## config.mk

```make
export PLATFORM = sky130hd
export DESIGN_NAME = secuenciador_inicializacion
export DESIGN_NICKNAME = d
export VERILOG_FILES = /design/src/rtl/secuenciador_inicializacion.sv
export SDC_FILE = /design/constraint.sdc
export NUM_CORES = 1
export LEC_CHECK = 0
export CORE_MARGIN = 2
export CORE_UTILIZATION = 50
export CTS_CLUSTER_SIZE = 40
export DETAILED_ROUTE_END_ITERATION = 10
export HOLD_SLACK_MARGIN = 0.08
export PLACE_DENSITY = 0.72
export SLEW_MARGIN = 20
export SYNTH_ARGS = -nofsm -noshare
export SYNTH_HDL_FRONTEND = slang
export SYNTH_SLANG_ARGS = --single-unit
```

## constraint.sdc

```tcl
create_clock -name clk -period 2.3 [get_ports clk]
set_input_delay 0.46 -clock clk [delete_from_list [all_inputs] [get_ports clk]]
set_output_delay 0.46 -clock clk [all_outputs]
set_load 0.02 [all_outputs]
```

## src/rtl/secuenciador_inicializacion.sv

```systemverilog
`default_nettype none
`timescale 1ns/1ps
// ============================================================================
// Module      : secuenciador_inicializacion
// Description : Steps the RTC init decoder through N_REG register writes and
//               generates cs_n/wr_n/rd_n strobes with programmable timing.
// Revision    : 1.0 - initial release
// ============================================================================
module secuenciador_inicializacion #(
    parameter int N_REG   = 5,
    parameter int T_SETUP = 2,
    parameter int T_PULSO = 4,
    parameter int T_HOLD  = 2
) (
    input  logic       clk,
    input  logic       reset_n,
    input  logic       iniciar,
    input  logic       abortar,
    output logic [2:0] cuenta,
    output logic       a_d,
    output logic       c_s,
    output logic       en_deco,
    output logic       cs_n,
    output logic       wr_n,
    output logic       rd_n,
    output logic       ocupado,
    output logic       listo
);

    typedef enum logic [3:0] {
        S_REPOSO     = 4'd0,
        S_PREP_DIR   = 4'd1,
        S_PULSO_DIR  = 4'd2,
        S_ESPERA_DIR = 4'd3,
        S_PREP_DAT   = 4'd4,
        S_PULSO_DAT  = 4'd5,
        S_ESPERA_DAT = 4'd6,
        S_SIGUIENTE  = 4'd7,
        S_FIN        = 4'd8
    } estado_t;

    localparam logic [3:0] c_carga_setup = 4'(T_SETUP - 1);
    localparam logic [3:0] c_carga_pulso = 4'(T_PULSO - 1);
    localparam logic [3:0] c_carga_hold  = 4'(T_HOLD - 1);
    localparam logic [2:0] c_ultimo      = 3'(N_REG - 1);

    estado_t    r_estado, w_estado_sig;
    logic [3:0] r_timer, w_timer_sig;
    logic [2:0] r_cuenta, w_cuenta_sig;
    logic       r_abort, w_abort_sig;
    logic       w_tfin, w_abort_pend, w_ir_reposo;

    logic r_a_d, r_c_s, r_en_deco, r_cs_n, r_wr_n, r_ocupado, r_listo;
    logic w_a_d, w_c_s, w_en_deco, w_cs_n, w_wr_n, w_ocupado, w_listo;

    assign w_tfin       = (r_timer == 4'd0);
    assign w_abort_pend = r_abort | abortar;

    always_comb begin
        w_estado_sig = r_estado;
        w_timer_sig  = r_timer;
        w_cuenta_sig = r_cuenta;
        w_abort_sig  = r_abort;
        w_ir_reposo  = 1'b0;
        case (r_estado)
            S_REPOSO, S_FIN: begin
                if (iniciar && !abortar) begin
                    w_estado_sig = S_PREP_DIR;
                    w_timer_sig  = c_carga_setup;
                    w_cuenta_sig = 3'd0;
                    w_abort_sig  = 1'b0;
                end
            end
            S_PREP_DIR, S_PREP_DAT: begin
                if (abortar) begin
                    w_ir_reposo = 1'b1;
                end else if (w_tfin) begin
                    w_estado_sig = (r_estado == S_PREP_DIR) ? S_PULSO_DIR : S_PULSO_DAT;
                    w_timer_sig  = c_carga_pulso;
                end else begin
                    w_timer_sig = r_timer - 4'd1;
                end
            end
            // An abort here is only remembered: the strobe and hold always finish.
            S_PULSO_DIR, S_PULSO_DAT: begin
                w_abort_sig = w_abort_pend;
                if (w_tfin) begin
                    w_estado_sig = (r_estado == S_PULSO_DIR) ? S_ESPERA_DIR : S_ESPERA_DAT;
                    w_timer_sig  = c_carga_hold;
                end else begin
                    w_timer_sig = r_timer - 4'd1;
                end
            end
            S_ESPERA_DIR, S_ESPERA_DAT: begin
                w_abort_sig = w_abort_pend;
                if (w_tfin) begin
                    if (w_abort_pend) begin
                        w_ir_reposo = 1'b1;
                    end else if (r_estado == S_ESPERA_DIR) begin
                        w_estado_sig = S_PREP_DAT;
                        w_timer_sig  = c_carga_setup;
                    end else begin
                        w_estado_sig = S_SIGUIENTE;
                        w_timer_sig  = 4'd0;
                    end
                end else begin
                    w_timer_sig = r_timer - 4'd1;
                end
            end
            S_SIGUIENTE: begin
                if (abortar) begin
                    w_ir_reposo = 1'b1;
                end else if (r_cuenta == c_ultimo) begin
                    w_estado_sig = S_FIN;
                end else begin
                    w_estado_sig = S_PREP_DIR;
                    w_timer_sig  = c_carga_setup;
                    w_cuenta_sig = r_cuenta + 3'd1;
                end
            end
            default: begin
                w_ir_reposo = 1'b1;
            end
        endcase
        if (w_ir_reposo) begin
            w_estado_sig = S_REPOSO;
            w_timer_sig  = 4'd0;
            w_cuenta_sig = 3'd0;
            w_abort_sig  = 1'b0;
        end
    end

    // Outputs are decoded from the next state so the registered pins line up with it.
    always_comb begin
        w_a_d     = 1'b0;
        w_c_s     = 1'b0;
        w_en_deco = 1'b1;
        w_cs_n    = 1'b1;
        w_wr_n    = 1'b1;
        w_ocupado = 1'b0;
        w_listo   = 1'b0;
        case (w_estado_sig)
            S_PREP_DIR, S_PREP_DAT: begin
                w_a_d     = (w_estado_sig == S_PREP_DAT);
                w_en_deco = 1'b0;
                w_cs_n    = 1'b0;
                w_ocupado = 1'b1;
            end
            S_PULSO_DIR, S_PULSO_DAT: begin
                w_a_d     = (w_estado_sig == S_PULSO_DAT);
                w_c_s     = 1'b1;
                w_en_deco = 1'b0;
                w_cs_n    = 1'b0;
                w_wr_n    = 1'b0;
                w_ocupado = 1'b1;
            end
            S_ESPERA_DIR, S_ESPERA_DAT: begin
                w_a_d     = (w_estado_sig == S_ESPERA_DAT);
                w_c_s     = 1'b1;
                w_en_deco = 1'b0;
                w_cs_n    = 1'b0;
                w_ocupado = 1'b1;
            end
            S_SIGUIENTE: begin
                w_a_d     = 1'b1;
                w_en_deco = 1'b0;
                w_ocupado = 1'b1;
            end
            S_FIN: begin
                w_listo = 1'b1;
            end
            default: begin
                w_listo = 1'b0;
            end
        endcase
    end

    always_ff @(posedge clk or negedge reset_n) begin
        if (!reset_n) begin
            r_estado  <= S_REPOSO;
            r_timer   <= 4'd0;
            r_cuenta  <= 3'd0;
            r_abort   <= 1'b0;
            r_a_d     <= 1'b0;
            r_c_s     <= 1'b0;
            r_en_deco <= 1'b1;
            r_cs_n    <= 1'b1;
            r_wr_n    <= 1'b1;
            r_ocupado <= 1'b0;
            r_listo   <= 1'b0;
        end else begin
            r_estado  <= w_estado_sig;
            r_timer   <= w_timer_sig;
            r_cuenta  <= w_cuenta_sig;
            r_abort   <= w_abort_sig;
            r_a_d     <= w_a_d;
            r_c_s     <= w_c_s;
            r_en_deco <= w_en_deco;
            r_cs_n    <= w_cs_n;
            r_wr_n    <= w_wr_n;
            r_ocupado <= w_ocupado;
            r_listo   <= w_listo;
        end
    end

    assign cuenta  = r_cuenta;
    assign a_d     = r_a_d;
    assign c_s     = r_c_s;
    assign en_deco = r_en_deco;
    assign cs_n    = r_cs_n;
    assign wr_n    = r_wr_n;
    assign rd_n    = 1'b1;
    assign ocupado = r_ocupado;
    assign listo   = r_listo;

endmodule
`default_nettype wire

```

==> results of run 1 <==
-- metrics by stage --
stage | total power, mW | TNS [ns] | hold slack, ns | cells | setup WS [ns]
5_1_grt | 2.28 | 0 | 0.527 | 179 | 0.00860
4_1_cts | 2.07 | 0 | 0.501 | 179 | 0.0841
2_1_floorplan | 1.46 | 0 | 0.164 | 129 | 0.275
6_report | 2.09 | 0 | 0.495 | 179 | 0.150
3_3_place_gp | 1.84 | -0.335 | 0.547 | 175 | -0.0821
3_5_place_dp | 1.91 | -1.43 | 0.560 | 175 | -0.172
-- cells by family (layout without fill, tap and decap cells) --
family                   count (synthesis)  after routing  share of synthesized area, %
AND/OR/NAND/NOR                         52             52                          25.6
AO/OA/AOI/OAI                           40             40                          24.3
flip-flops                              19             19                          40.6
buffers and inverters                   13             35                          5.51
adder cells (fa/ha/maj)                  2              2                          2.12
other                                    1              1                         0.317
XOR/XNOR                                 1              1                         0.742
multiplexers                             1              1                         0.847
-- power groups by stage --
| stage | logic, mW | registers (mW) | clock network (mW) |
|---|---|---|---|
| floorplan | 0.835 | 0.629 | 0 |
| global placement | 1.28 | 0.568 | 0 |
| detailed placement | 1.34 | 0.574 | 0 |
| CTS | 1.34 | 0.569 | 0.166 |
| global route | 1.51 | 0.591 | 0.185 |
| finish | 1.35 | 0.572 | 0.161 |
-- placed cells by master, fill, tap and decap left out, types with 4 or more instances in the layout --
cell type,count
nor3_1,4
clkdlybuf4s50_1,13
dfrtp_1,15
inv_1,5
nor2_1,15
buf_4,13
o21ai_0,8
a21oi_1,7
nand2_1,8
-- cell usage after synthesis, types with 2 or more instances --
| cell | count |
|---|---|
| dfrtp_1 | 16 |
| nor2_1 | 15 |
| nand2_1 | 8 |
| o21ai_0 | 8 |
| a21oi_1 | 7 |
| inv_1 | 5 |
| clkbuf_1 | 4 |
| nor3_1 | 4 |
| dfstp_2 | 3 |
| nor2b_1 | 3 |
| nor3b_1 | 3 |
| o211ai_1 | 3 |
| or2_2 | 3 |
| a21o_2 | 2 |
| a22oi_1 | 2 |
| and3_1 | 2 |
| buf_4 | 2 |
| ha_1 | 2 |
| nand3_1 | 2 |
| nand3b_1 | 2 |
| nand4_1 | 2 |
| o21a_1 | 2 |
| or3_1 | 2 |
-- state kept, by name, summed over array words and instances, names as in the netlist --
| signal | cells |
|---|---|
| wr_n | 1 |
| ocupado | 1 |
| r_abort | 1 |
| r_timer | 4 |
| a_d | 1 |
| cuenta | 3 |
| en_deco | 1 |
| listo | 1 |
| c_s | 1 |
| r_estado | 4 |
| cs_n | 1 |
-- area by class of cell --
type | count | area (um^2)
Clock buffer | 4 | 26.3
Fill cell | 197 | 800
Inverter | 5 | 18.8
Multi-Input combinational cell | 97 | 646
Sequential cell | 19 | 480
Tap cell | 28 | 35.0
Timing Repair Buffer | 26 | 228
-- layer usage --
layer / vias to the layer above / track usage (%) / share of wire, %
met5: - / 0 / 0
met4: 0 / 6.41 / 1.7
met3: 6 / 3.14 / 3.4
met2: 33 / 39.6 / 47
met1: 513 / 34.9 / 48
li1: 517 / - / -
-- worst max path at each step --
| stage | startpoint | end | slack, ns | cells past startpoint |
|---|---|---|---|---|
| floorplan | r_timer[1] | cs_n | 0.27 | 5 |
| global placement | abortar | cs_n | -0.08 | 7 |
| detailed placement | abortar | cuenta[2] | -0.17 | 7 |
| CTS | r_timer[1] | cs_n | 0.08 | 6 |
| global route | r_timer[1] | r_abort | 0.009 | 6 |
| finish | r_timer[1] | cuenta[1] | 0.15 | 5 |
-- critical path, stage by stage, from the launching register on --
cell      delay [ns]
dfrtp_1         0.47
or4_4           0.60
o211ai_1        0.24
o211ai_1        0.24
a32o_1          0.32
a21o_2          0.18
==> out/metrics.yaml, run 1 <==
yosysSeqAreaShare_pct: 40.6
gp_congestion: 0.919
maxCapViolations: 0
dr.pass1.iters: 4
grt_pass1_vias: 1049
io_buffer_count: 13
syn_avg_cell_area_um2: 9.16
reg2reg_depth: 5
cts.sinks: 19
timing.rr.end: "cuenta[1]"
slew_viol_final: 0
placed_cell_area_um2: 1400
ys_warn_count: 0
worstSetupEndpointType: "register"
swShare_pct: 45.8
fp.coreArea_um2: 2230
grt_pass1_wl_mm: 5.01
status: "finished clean"
num_rows: 17
drc: 0
clock_power_share_pct: 7.7
die_h_um: 52.6
final_util_pct: 64.2
synthToLayoutAreaGrowth_pct: 21.4
vias: 1069
min_period_ns: 2.15
fin_skew_ns: 0.00470
critPathRequiredTime_ns: 2.48
critPathMaxFanout: 6
max-clock-path-buffers: 2
async_flop_share_pct: 100
synth_top_cell_area_share_pct: 33.9
synth_nets: 135
die_x_um: 52.6
antenna_found_initial: 0
pwr-share-comb_pct: 64.8
synthFlopType: "dfrtp_1"
hold_class: "primary input to async pin"
r2r-start: "r_timer[1]"
clkTransAtPathRegs_ns: 0.10
holdBufCountCts: 0
p_leak_nw: 0.630
final_nets: 158
dp_hpwl_mm: 2.08
start_util_pct: 52.9
drt-initial-drc-count: 38
tightest_slew_ns: 0.518
ir_drop_uv: 927
ant_nets: 0
clk_latency_ns: 0.28
r2r_slack_ns: 0.15
fin_crit_sh_pct: 93.5
fmax_mhz: 465
routed_via_density: 5.97
postCtsSetupBuffers: 0
yosysTopAreaCell: "dfrtp_1"
power.switching_mw: 0.956
numCtsBuffers: 3
rsz0062_at_grt: "no"
setup_violations: 0
postCtsResizedCells: 0
grt_use_total_pct: 24.6
cts-root-buf: "clkbuf_4"
hold_viol: 0
die-area_um2: 2770
antenna_cells: 0
maxSlewHeadroom_pct: 64.5
ys_ff_latch: 19
start_kind: "register"
syn_area_um2: 1180
synthDistinctLibCells: 50
grt_max_degree: 20
cts_tree: "built"
io_pins: 15
syn_inst: 129
ys_top_cells_by_area: "dfrtp_1 (34%), dfstp_2 (6.7%), nor2_1 (4.8%), o21ai_0 (3.4%), a21oi_1 (3.0%)"
intPower_mw: 1.13
seq_power_share_pct: 27.4
drive_gt1_share_pct: 23.2
p_per_area_nw_per_um2: 1460
grt_overflow_total: 0
fin_area_um2: 1430
cts_max_level: 1
totalWireLength_mm: 2.75
critical_path_class: "register to register"
synth_edf_count: 0
critPathArrivalTime_ns: 2.33
wl_per_cell_um: 15.3
Power figures use the tool's default switching activity.
==> run 2, diff against run 1 <==
--- a/config.mk
+++ b/config.mk
@@ -7,6 +7,7 @@
 export LEC_CHECK = 0
 export CORE_MARGIN = 2
 export CORE_UTILIZATION = 50
+export CTS_CLUSTER_DIAMETER = 80
 export CTS_CLUSTER_SIZE = 40
 export DETAILED_ROUTE_END_ITERATION = 10
 export HOLD_SLACK_MARGIN = 0.08
==> results of run 2 <==
Final layout, timing and power as in run 1 (identical DEF).
==> run 3, diff against run 2 <==
--- a/config.mk
+++ b/config.mk
@@ -12,6 +12,7 @@
 export DETAILED_ROUTE_END_ITERATION = 10
 export HOLD_SLACK_MARGIN = 0.08
 export PLACE_DENSITY = 0.72
+export REMOVE_ABC_BUFFERS = 1
 export SLEW_MARGIN = 20
 export SYNTH_ARGS = -nofsm -noshare
 export SYNTH_HDL_FRONTEND = slang
==> run 3 against run 2 <==
  * Flip-flop and latch count unchanged
  * Count of clock-buffer cells in the layout unchanged
  * First-iteration DRC count up 7.9%
  * Die area unchanged
  * Sequential share of layout area down 0.058 points
  * Critical path type unchanged
  * Highest routed layer unchanged
==> out/metrics.yaml, run 3 (synthesis results as in run 1) <==
status: "finished clean"
fin_crit_sh_pct: 93.4  # -0.14 points
fin_cells: 180  # +0.56%
fin_skew_ns: 0.00281  # -0.00190 ns
grt_pass1_wl_mm: 4.84  # -3.5%
grt_max_degree: 20  # unchanged
maxSlewHeadroom_pct: 60.2  # -4.4 points
io_pins: 15  # unchanged
gp_congestion: 0.856  # -6.9%
cp_top_family: "simple AND/OR/NAND/NOR gates"
critPathRequiredTime_ns: 2.53  # +0.05 ns
drt-initial-drc-count: 41  # +7.9%
setup_ws_ns: 0.153  # +0.00313 ns
post-place-ws_ns: -0.118  # +0.0538 ns
clk_latency_ns: 0.30  # +0.02 ns
totalWireLength_mm: 2.77  # +1.0%
fin_area_um2: 1430  # about the same
layout_commonest_cell: "dfrtp_1"
synthToLayoutAreaGrowth_pct: 21.3  # about the same
fmax_mhz: 466  # +0.15%
dp_hpwl_mm: 2.02  # -2.6%
max-clock-path-buffers: 2  # unchanged
tightest_slew_ns: 0.582  # +0.0640 ns
p_leak_nw: 0.634  # +0.63%
hold_class: "primary input to async pin"
critPathArrivalTime_ns: 2.37  # +0.04 ns
r2r_slack_ns: 0.15  # about the same
cts-root-buf: "clkbuf_4"
critical-path-max-stage-delay_ns: 0.48  # -0.12 ns
ir_drop_uv: 837  # -9.7%
num_rows: 17  # unchanged
r2r-start: "r_timer[2]"
seqCellArea_um2: 479  # -0.26%
path_depth: 7  # +2
fp.coreArea_um2: 2230  # unchanged
timing.rr.end: "cs_n"
vias: 1073  # +0.37%
cp-startpoint: "r_timer[2]"
min_period_ns: 2.15  # -0.00313 ns
cts.sinks: 19  # unchanged
final_nets: 159  # +0.63%
die_x_um: 52.6  # unchanged
placed_cells: 175  # unchanged
dr.pass1.iters: 4  # unchanged
fill_cells: 186  # -5.6%
grt_pass1_vias: 1018  # -3.0%
start_util_pct: 52.9  # unchanged
slew_viol_final: 0  # unchanged
start_kind: "register"
multi_input_area_um2: 638  # -1.2%
setup_violations: 0  # unchanged
cpMaxStageDelayCell: "dfrtp_1"
ant_nets: 0  # unchanged
wl_per_cell_um: 15.4  # +0.46%
critPathMaxFanout: 7  # +1
reg2reg_depth: 7  # +2
cp_num_buf_inv: 1  # +1
placed_cell_area_um2: 1400  # unchanged
antenna_found_initial: 0  # unchanged
rsz0062_at_grt: "no"
clkTransAtPathRegs_ns: 0.10  # about the same
die-area_um2: 2770  # unchanged
critical_path_class: "register to register"
cts_tree: "built"
numCtsBuffers: 3  # unchanged
hold_viol: 0  # unchanged
io_buffer_count: 13  # unchanged
p_per_area_nw_per_um2: 1450  # -0.43%
maxCapViolations: 0  # unchanged
grt_overflow_total: 0  # unchanged
grt_use_total_pct: 23.9  # -0.70 points
routed_via_density: 5.96  # -0.18%
drive_gt1_share_pct: 22.4  # -0.81 points
path_cells: "nor4_4 > a21oi_1 > o41ai_1 > o31a_1 > buf_4 > nor3_1 > or3_1"
die_h_um: 52.6  # unchanged
cts_max_level: 1  # unchanged
final_util_pct: 64.1  # about the same
drc: 0  # unchanged
worstSetupEndpointType: "register"
final_cell_mix: "dfrtp_1 (16), nor2_1 (15), buf_4 (14), clkdlybuf4s50_1 (13)"
antenna_cells: 0  # unchanged
holdBufCountCts: 0  # unchanged
[run 3: cell count changes in the layout (fill, tap and decap cells not counted), sizes merged]
cell / before / now
buf: 13 / 14
[run 3: final cells by class]
type                            instances  share of cell area [%]
Timing Repair Buffer                   27                    16.4
Clock buffer                            4                    1.83
Inverter                                5                    1.31
Tap cell                               28                    2.45
Sequential cell                        19                    33.4
Multi-Input combinational cell         97                    44.5
[run 3: worst max path at each step]
| stage | end |
|---|---|
| 5_1_grt | cs_n |
| 2_1_floorplan | cuenta[1] |
| 3_3_place_gp | cs_n |
| 3_5_place_dp | cuenta[2] |
| 4_1_cts | cs_n |
| 6_report | cs_n |
[run 3: per-stage QoR]
step | TNS [ns] | hold slack [ns] | power (mW)
2_1_floorplan | 0 | 0.164 | 1.39
3_3_place_gp | -0.338 | 0.550 | 1.85
3_5_place_dp | -0.942 | 0.564 | 1.88
4_1_cts | 0 | 0.497 | 2.06
5_1_grt | 0 | 0.521 | 2.24
6_report | 0 | 0.500 | 2.08
[run 3: per-layer routing]
layer | share of wire (%) | GRT usage, %
met5 | 0 | 0
met4 | 1.2 | 8.97
met3 | 3.3 | 2.00
met2 | 48 | 38.8
met1 | 48 | 33.1
[run 3: what timing repair did]
| item | 4_1_cts | 5_1_grt |
|---|---|---|
| buffers inserted | 0 | 1 |
| gates resized for setup | 0 | 1 |
| setup endpoints to repair | 0 | 5 |
[run 3: power breakdown]
part | internal [mW] | switching (mW) | total, mW
Combinational | 0.596 | 0.732 | 1.33
Clock | 0.0676 | 0.101 | 0.169
Sequential | 0.467 | 0.112 | 0.579
